**config.mk**
```make
export PLATFORM = sky130hd
export DESIGN_NAME = data_mem_responder
export DESIGN_NICKNAME = d
export VERILOG_FILES = /design/src/rtl/data_mem_responder_pkg.sv /design/src/rtl/data_mem_responder_ram_sp_wf.sv /design/src/rtl/data_mem_responder.sv
export SDC_FILE = /design/constraint.sdc
export NUM_CORES = 2
export LEC_CHECK = 0
export BUFFER_PORTS_ARGS = -buffer_cell sky130_fd_sc_hd__buf_2
export CAP_MARGIN = 20
export CORE_UTILIZATION = 30
export DETAILED_ROUTE_END_ITERATION = 10
export SYNTH_ARGS = -nofsm -noshare
export SYNTH_HDL_FRONTEND = slang
export SYNTH_SLANG_ARGS = --single-unit
```
**constraint.sdc**
```tcl
create_clock -name Clock -period 6 [get_ports Clock]
set_input_delay 1.2 -clock Clock [delete_from_list [all_inputs] [get_ports Clock]]
set_output_delay 1.2 -clock Clock [all_outputs]
set_load 0.01 [all_outputs]
```
**src/rtl/data_mem_responder_pkg.sv**
```systemverilog
// Shared definitions for the data memory responder: word width, I/O window
// layout and the write-strobe FSM encoding.
package data_mem_responder_pkg;

    localparam int WORD_W = 16;
    localparam int LED_W  = 10;
    localparam int SW_W   = 10;

    // Word offsets inside the 4-word I/O window
    localparam logic [1:0] IO_LED  = 2'd0;
    localparam logic [1:0] IO_SW   = 2'd1;
    localparam logic [1:0] IO_CYC  = 2'd2;
    localparam logic [1:0] IO_WCNT = 2'd3;

    // IDLE: armed for the next store edge; HOLD: store still high after a write
    typedef enum logic {
        ST_IDLE = 1'b0,
        ST_HOLD = 1'b1
    } wr_state_t;

endpackage

```
**src/rtl/data_mem_responder_ram_sp_wf.sv**
```systemverilog
// Single-port, write-first, synchronous-read RAM. Contents are deliberately
// not reset so that data survives a processor reset.
module ram_sp_wf #(
    parameter int DEPTH_LOG2 = 7,
    parameter int WIDTH      = 16
) (
    input  logic                  clk,
    input  logic                  we,
    input  logic [DEPTH_LOG2-1:0] addr,
    input  logic [WIDTH-1:0]      wdata,
    output logic [WIDTH-1:0]      rdata
);

    localparam int DEPTH = 1 << DEPTH_LOG2;

    logic [WIDTH-1:0] mem [0:DEPTH-1];

    // Write the addressed word and forward the new value to the read port
    always_ff @(posedge clk) begin
        if (we) begin
            mem[addr] <= wdata;
            rdata     <= wdata;
        end else begin
            rdata     <= mem[addr];
        end
    end

endmodule

```
**src/rtl/data_mem_responder.sv**
```systemverilog
// Responder side of the processor load/store interface: word-addressed data
// RAM plus a 4-word I/O window (LEDs, switches, cycle counter, write counter).
// Write data is the bus value captured one cycle before the store cycle, and a
// level-held store produces a single write per rising edge.
module data_mem_responder
    import data_mem_responder_pkg::*;
#(
    parameter int          DEPTH_LOG2 = 7,
    parameter logic [15:0] IO_BASE    = 16'hFFF0
) (
    input  logic              Clock,
    input  logic              Resetn,
    input  logic [WORD_W-1:0] addr,
    input  logic [WORD_W-1:0] wdata,
    input  logic              store,
    input  logic [SW_W-1:0]   sw,
    output logic [WORD_W-1:0] rdata,
    output logic [LED_W-1:0]  leds,
    output logic              addr_err
);

    wr_state_t         state;
    logic [WORD_W-1:0] wdata_q;
    logic [WORD_W-1:0] cyc_cnt;
    logic [WORD_W-1:0] wr_cnt;
    logic [WORD_W-1:0] io_rdata_q;
    logic              rd_ram_q;
    logic [WORD_W-1:0] ram_rdata;

    logic              in_ram;
    logic              in_io;
    logic              unmapped;
    logic [1:0]        io_off;
    logic              do_write;
    logic              ram_we;
    logic              led_we;
    logic              cyc_clr;
    logic              wr_counted;
    logic [WORD_W-1:0] io_rd;

    // Address decode and write qualification for the current cycle
    always_comb begin
        in_ram     = (addr >> DEPTH_LOG2) == 16'd0;
        in_io      = (addr >= IO_BASE) && (addr <= (IO_BASE + 16'd3));
        unmapped   = !in_ram && !in_io;
        io_off     = addr[1:0] - IO_BASE[1:0];
        do_write   = (state == ST_IDLE) && store;
        ram_we     = do_write && in_ram;
        led_we     = do_write && in_io && (io_off == IO_LED);
        cyc_clr    = do_write && in_io && (io_off == IO_CYC);
        wr_counted = ram_we || led_we || cyc_clr;
    end

    // I/O read mux; a same-cycle write to the read word is shown write-first
    always_comb begin
        io_rd = '0;
        case (io_off)
            IO_LED:  io_rd = led_we ? {{(WORD_W-LED_W){1'b0}}, wdata_q[LED_W-1:0]}
                                    : {{(WORD_W-LED_W){1'b0}}, leds};
            IO_SW:   io_rd = {{(WORD_W-SW_W){1'b0}}, sw};
            IO_CYC:  io_rd = cyc_clr ? '0 : cyc_cnt;
            default: io_rd = wr_cnt;
        endcase
    end

    // Write FSM: one write per rising edge of store
    always_ff @(posedge Clock or negedge Resetn) begin
        if (!Resetn) begin
            state <= ST_IDLE;
        end else begin
            case (state)
                ST_IDLE: if (store)  state <= ST_HOLD;
                ST_HOLD: if (!store) state <= ST_IDLE;
                default:             state <= ST_IDLE;
            endcase
        end
    end

    // Bus capture, I/O registers, counters and the sticky error flag
    always_ff @(posedge Clock or negedge Resetn) begin
        if (!Resetn) begin
            wdata_q  <= '0;
            leds     <= '0;
            cyc_cnt  <= '0;
            wr_cnt   <= '0;
            addr_err <= 1'b0;
        end else begin
            wdata_q <= wdata;
            if (led_we)
                leds <= wdata_q[LED_W-1:0];
            if (cyc_clr)
                cyc_cnt <= '0;
            else
                cyc_cnt <= cyc_cnt + 16'd1;
            if (wr_counted)
                wr_cnt <= wr_cnt + 16'd1;
            if (unmapped)
                addr_err <= 1'b1;
        end
    end

    // Registered read source select; unmapped reads return zero
    always_ff @(posedge Clock or negedge Resetn) begin
        if (!Resetn) begin
            rd_ram_q   <= 1'b0;
            io_rdata_q <= '0;
        end else begin
            rd_ram_q   <= in_ram;
            io_rdata_q <= in_io ? io_rd : '0;
        end
    end

    assign rdata = rd_ram_q ? ram_rdata : io_rdata_q;

    ram_sp_wf #(
        .DEPTH_LOG2 (DEPTH_LOG2),
        .WIDTH      (WORD_W)
    ) u_ram (
        .clk   (Clock),
        .we    (ram_we),
        .addr  (addr[DEPTH_LOG2-1:0]),
        .wdata (wdata_q),
        .rdata (ram_rdata)
    );

endmodule

```
==> impl_metrics.toml <==
[cts]
path_clk_slew_ns = 0.06
numCtsBuffers = 212
clk_latency_ns = 0.87
hold_buffers = 0
cts_buffer_depth = 3
root_buffer = "clkbuf_16"
cts_num_sinks = 2132
htree_num_levels = 4
cts_tree = "built"

[die]
core_area_um2 = 271700
start_util_pct = 30.29
io_pins = 72
die-area_um2 = 276500
die_w_um = 525.8
rows = 191
die_height_um = 525.8

[sta]
rsz0062_at_grt = "no"
slew_headroom_pct = 21.37
post-route-period-util_pct = 98.60
worst_slew_pin_slew_ns = 1.170
fin_skew_ns = 0.04878
max_freq_mhz = 169.0
period_minus_slack_ns = 5.916
slew_violations = 0
hold_slack_ns = 0.2072
finalSetupViolations = 0
hold_viol = 0

[layout]
fin_cells = 7995
multiInputGateArea_um2 = 17760
fillCellCount = 24877
post_route_cells_drive_above_1_share_pct = 26.71
area_growth_pct = 16.07
register_area_um2 = 63640
nNetsFinal = 4284

[logic_synthesis]
syn_area_um2 = 82310
synth_edf_count = 2048
netlist_instances = 3901
synth_nets = 3948
synthTopCellsByCount = "2,048 x edfxtp_1, 475 x mux4_2, 192 x nor2_1"
avgSynthCellArea_um2 = 21.10
synthMostInstantiatedCell = "edfxtp_1"
yosysSeqAreaShare_pct = 77.23
synth_area_leaders = "edfxtp_1 75%, mux4_2 13%, dfrtp_1 2.3%, mux2i_1 2.0%, nor2_1 0.88%"
ys_ff_latch = 2132
netlist.area_leader.share_pct = 74.72
yosys.area.top_type = "edfxtp_1"
async_flop_share_pct = 3.612
synth_warnings = 0
ys_types = 61
synth_flop_cell = "edfxtp_1"

[setup_path]
rrSetupSlack_ns = 2.34
max_stage_delay_ns = 0.80
critPathLaunchType = "flip-flop"
crit_arrival_ns = 4.72
required_ns = 4.80
cp_slowest_cell = "dfxtp_4"
reg2reg_depth = 5
r2r-start = "state"
path_cells = "buf_4, mux4_2, and2_1, a211oi_1, a21oi_1, o22ai_1, o221ai_1, buf_2"
worstReg2RegEnd = "u_ram.mem[58][11]"
critPathBufInv = 2
worstSetupPathType = "reg2out"
critPathMaxFanout = 17
cp-end-kind = "output port"
path_delay_family = "compound AO/OA/AOI/OAI gates"

[routing]
viasPerCell = 5.275
wl_um = 230600
routedWlPerCell_um = 28.84
drt-initial-drc-count = 5387
vias = 42174
drtPass1Iterations = 6
ant_nets = 0
drc = 0

[worst_hold_path]
hold_path.class = "in2async"

[power]
powerDensity_nw_per_um2 = 324.0
peakVddDrop_uv = 279.7
p_leak_nw = 30.19
p_total_mw = 30.95

[placement]
placedCellCount = 7588
hpwl_um = 142500
io_buffers = 71
gp_congestion = 0.8803

[global_routing]
grt_overflow = 0
first_global_vias = 41942
grt_pass1_wl_um = 325600
grt_max_degree = 97
antenna_found_initial = 8
grtUsageTotal_pct = 16.41

[run]
maxCapViolCount = 0

[outcome]
status = "finished clean"
[report_power, final]
group	internal (mW)	total, mW	switching (mW)
combinational	0.481	1.35	0.866
sequential	16.3	16.4	0.123
clock	7.46	13.2	5.71
[layer usage]
| layer | up-vias | part of all wire [%] | global-route usage, % |
|---|---|---|---|
| met5 | - | 0 | 0 |
| met4 | 0 | 3.4 | 5.550 |
| met3 | 338 | 9.0 | 3.321 |
| met2 | 2156 | 46 | 25.50 |
| met1 | 22687 | 41 | 22.90 |
| li1 | 16993 | - | - |
[placed cells by master, fill, tap and decap left out, types with 42 or more instances in the layout]
cell type,Yosys,final
clkinv_1,2,59
edfxtp_1,2048,2048
mux4_2,475,475
mux2i_1,167,167
nand3_1,54,54
nor2_1,192,181
a22oi_1,45,45
a21oi_1,52,52
buf_4,28,237
clkbuf_16,0,214
buf_2,73,71
nand2_1,105,105
o22ai_1,62,62
clkbuf_1,83,42
dfrtp_1,77,61
[registers in the layout, summed over array words and instances (netlist names), named ones only]
| register | cells |
|---|---|
| u_ram.mem | 2048 |
| wr_cnt | 16 |
| leds | 10 |
| wdata_q | 16 |
| cyc_cnt | 16 |
| rd_ram_q | 1 |
| addr_err | 1 |
| state | 1 |
| io_rdata_q | 16 |
[worst max path at each step]
stage / end / slack [ns] / depth (start not counted)
after floorplan: rdata[8] / 2.33 / 9
after global placement: rdata[6] / -0.01 / 9
after detailed placement: rdata[9] / 0.80 / 6
after CTS: rdata[4] / 0.04 / 9
after global routing: rdata[3] / 0.04 / 9
final: rdata[9] / 0.08 / 8
[per-stage QoR]
step	setup WS, ns	util (%)	TNS (ns)	area [um^2]
2_1_floorplan	2.330	-	0	82310
3_3_place_gp	-0.01185	32.55	-0.01185	88440
3_5_place_dp	0.8017	32.56	0	88460
4_1_cts	0.03645	35.13	0	95450
5_1_grt	0.03779	35.16	0	95530
6_report	0.08403	35.16	0	95540
[kinds of logic after synthesis]
group	synth area share [%]
multiplexers	15.39
XOR/XNOR	0.3086
AND/OR/NAND/NOR	2.793
flip-flops	77.23
adder cells (fa/ha/maj)	0.03040
AO/OA/AOI/OAI	2.952
buffers and inverters	1.297
[cell type report]
class	instances	share of cell area, %
Timing Repair Buffer	335	2.782
Multi-Input combinational cell	1541	18.59
Tap cell	3570	4.675
Antenna cell	4	0.01048
Clock buffer	261	5.842
Clock inverter	137	1.429
Sequential cell	2132	66.61
Inverter	15	0.06024
[what timing repair did]
item	CTS	global route
setup buffers	2	0
gates resized for setup	2	1
pin swaps	0	0
endpoints found under the setup margin	5	1
gates cloned	0	0
(Power assumes the default switching activity.)
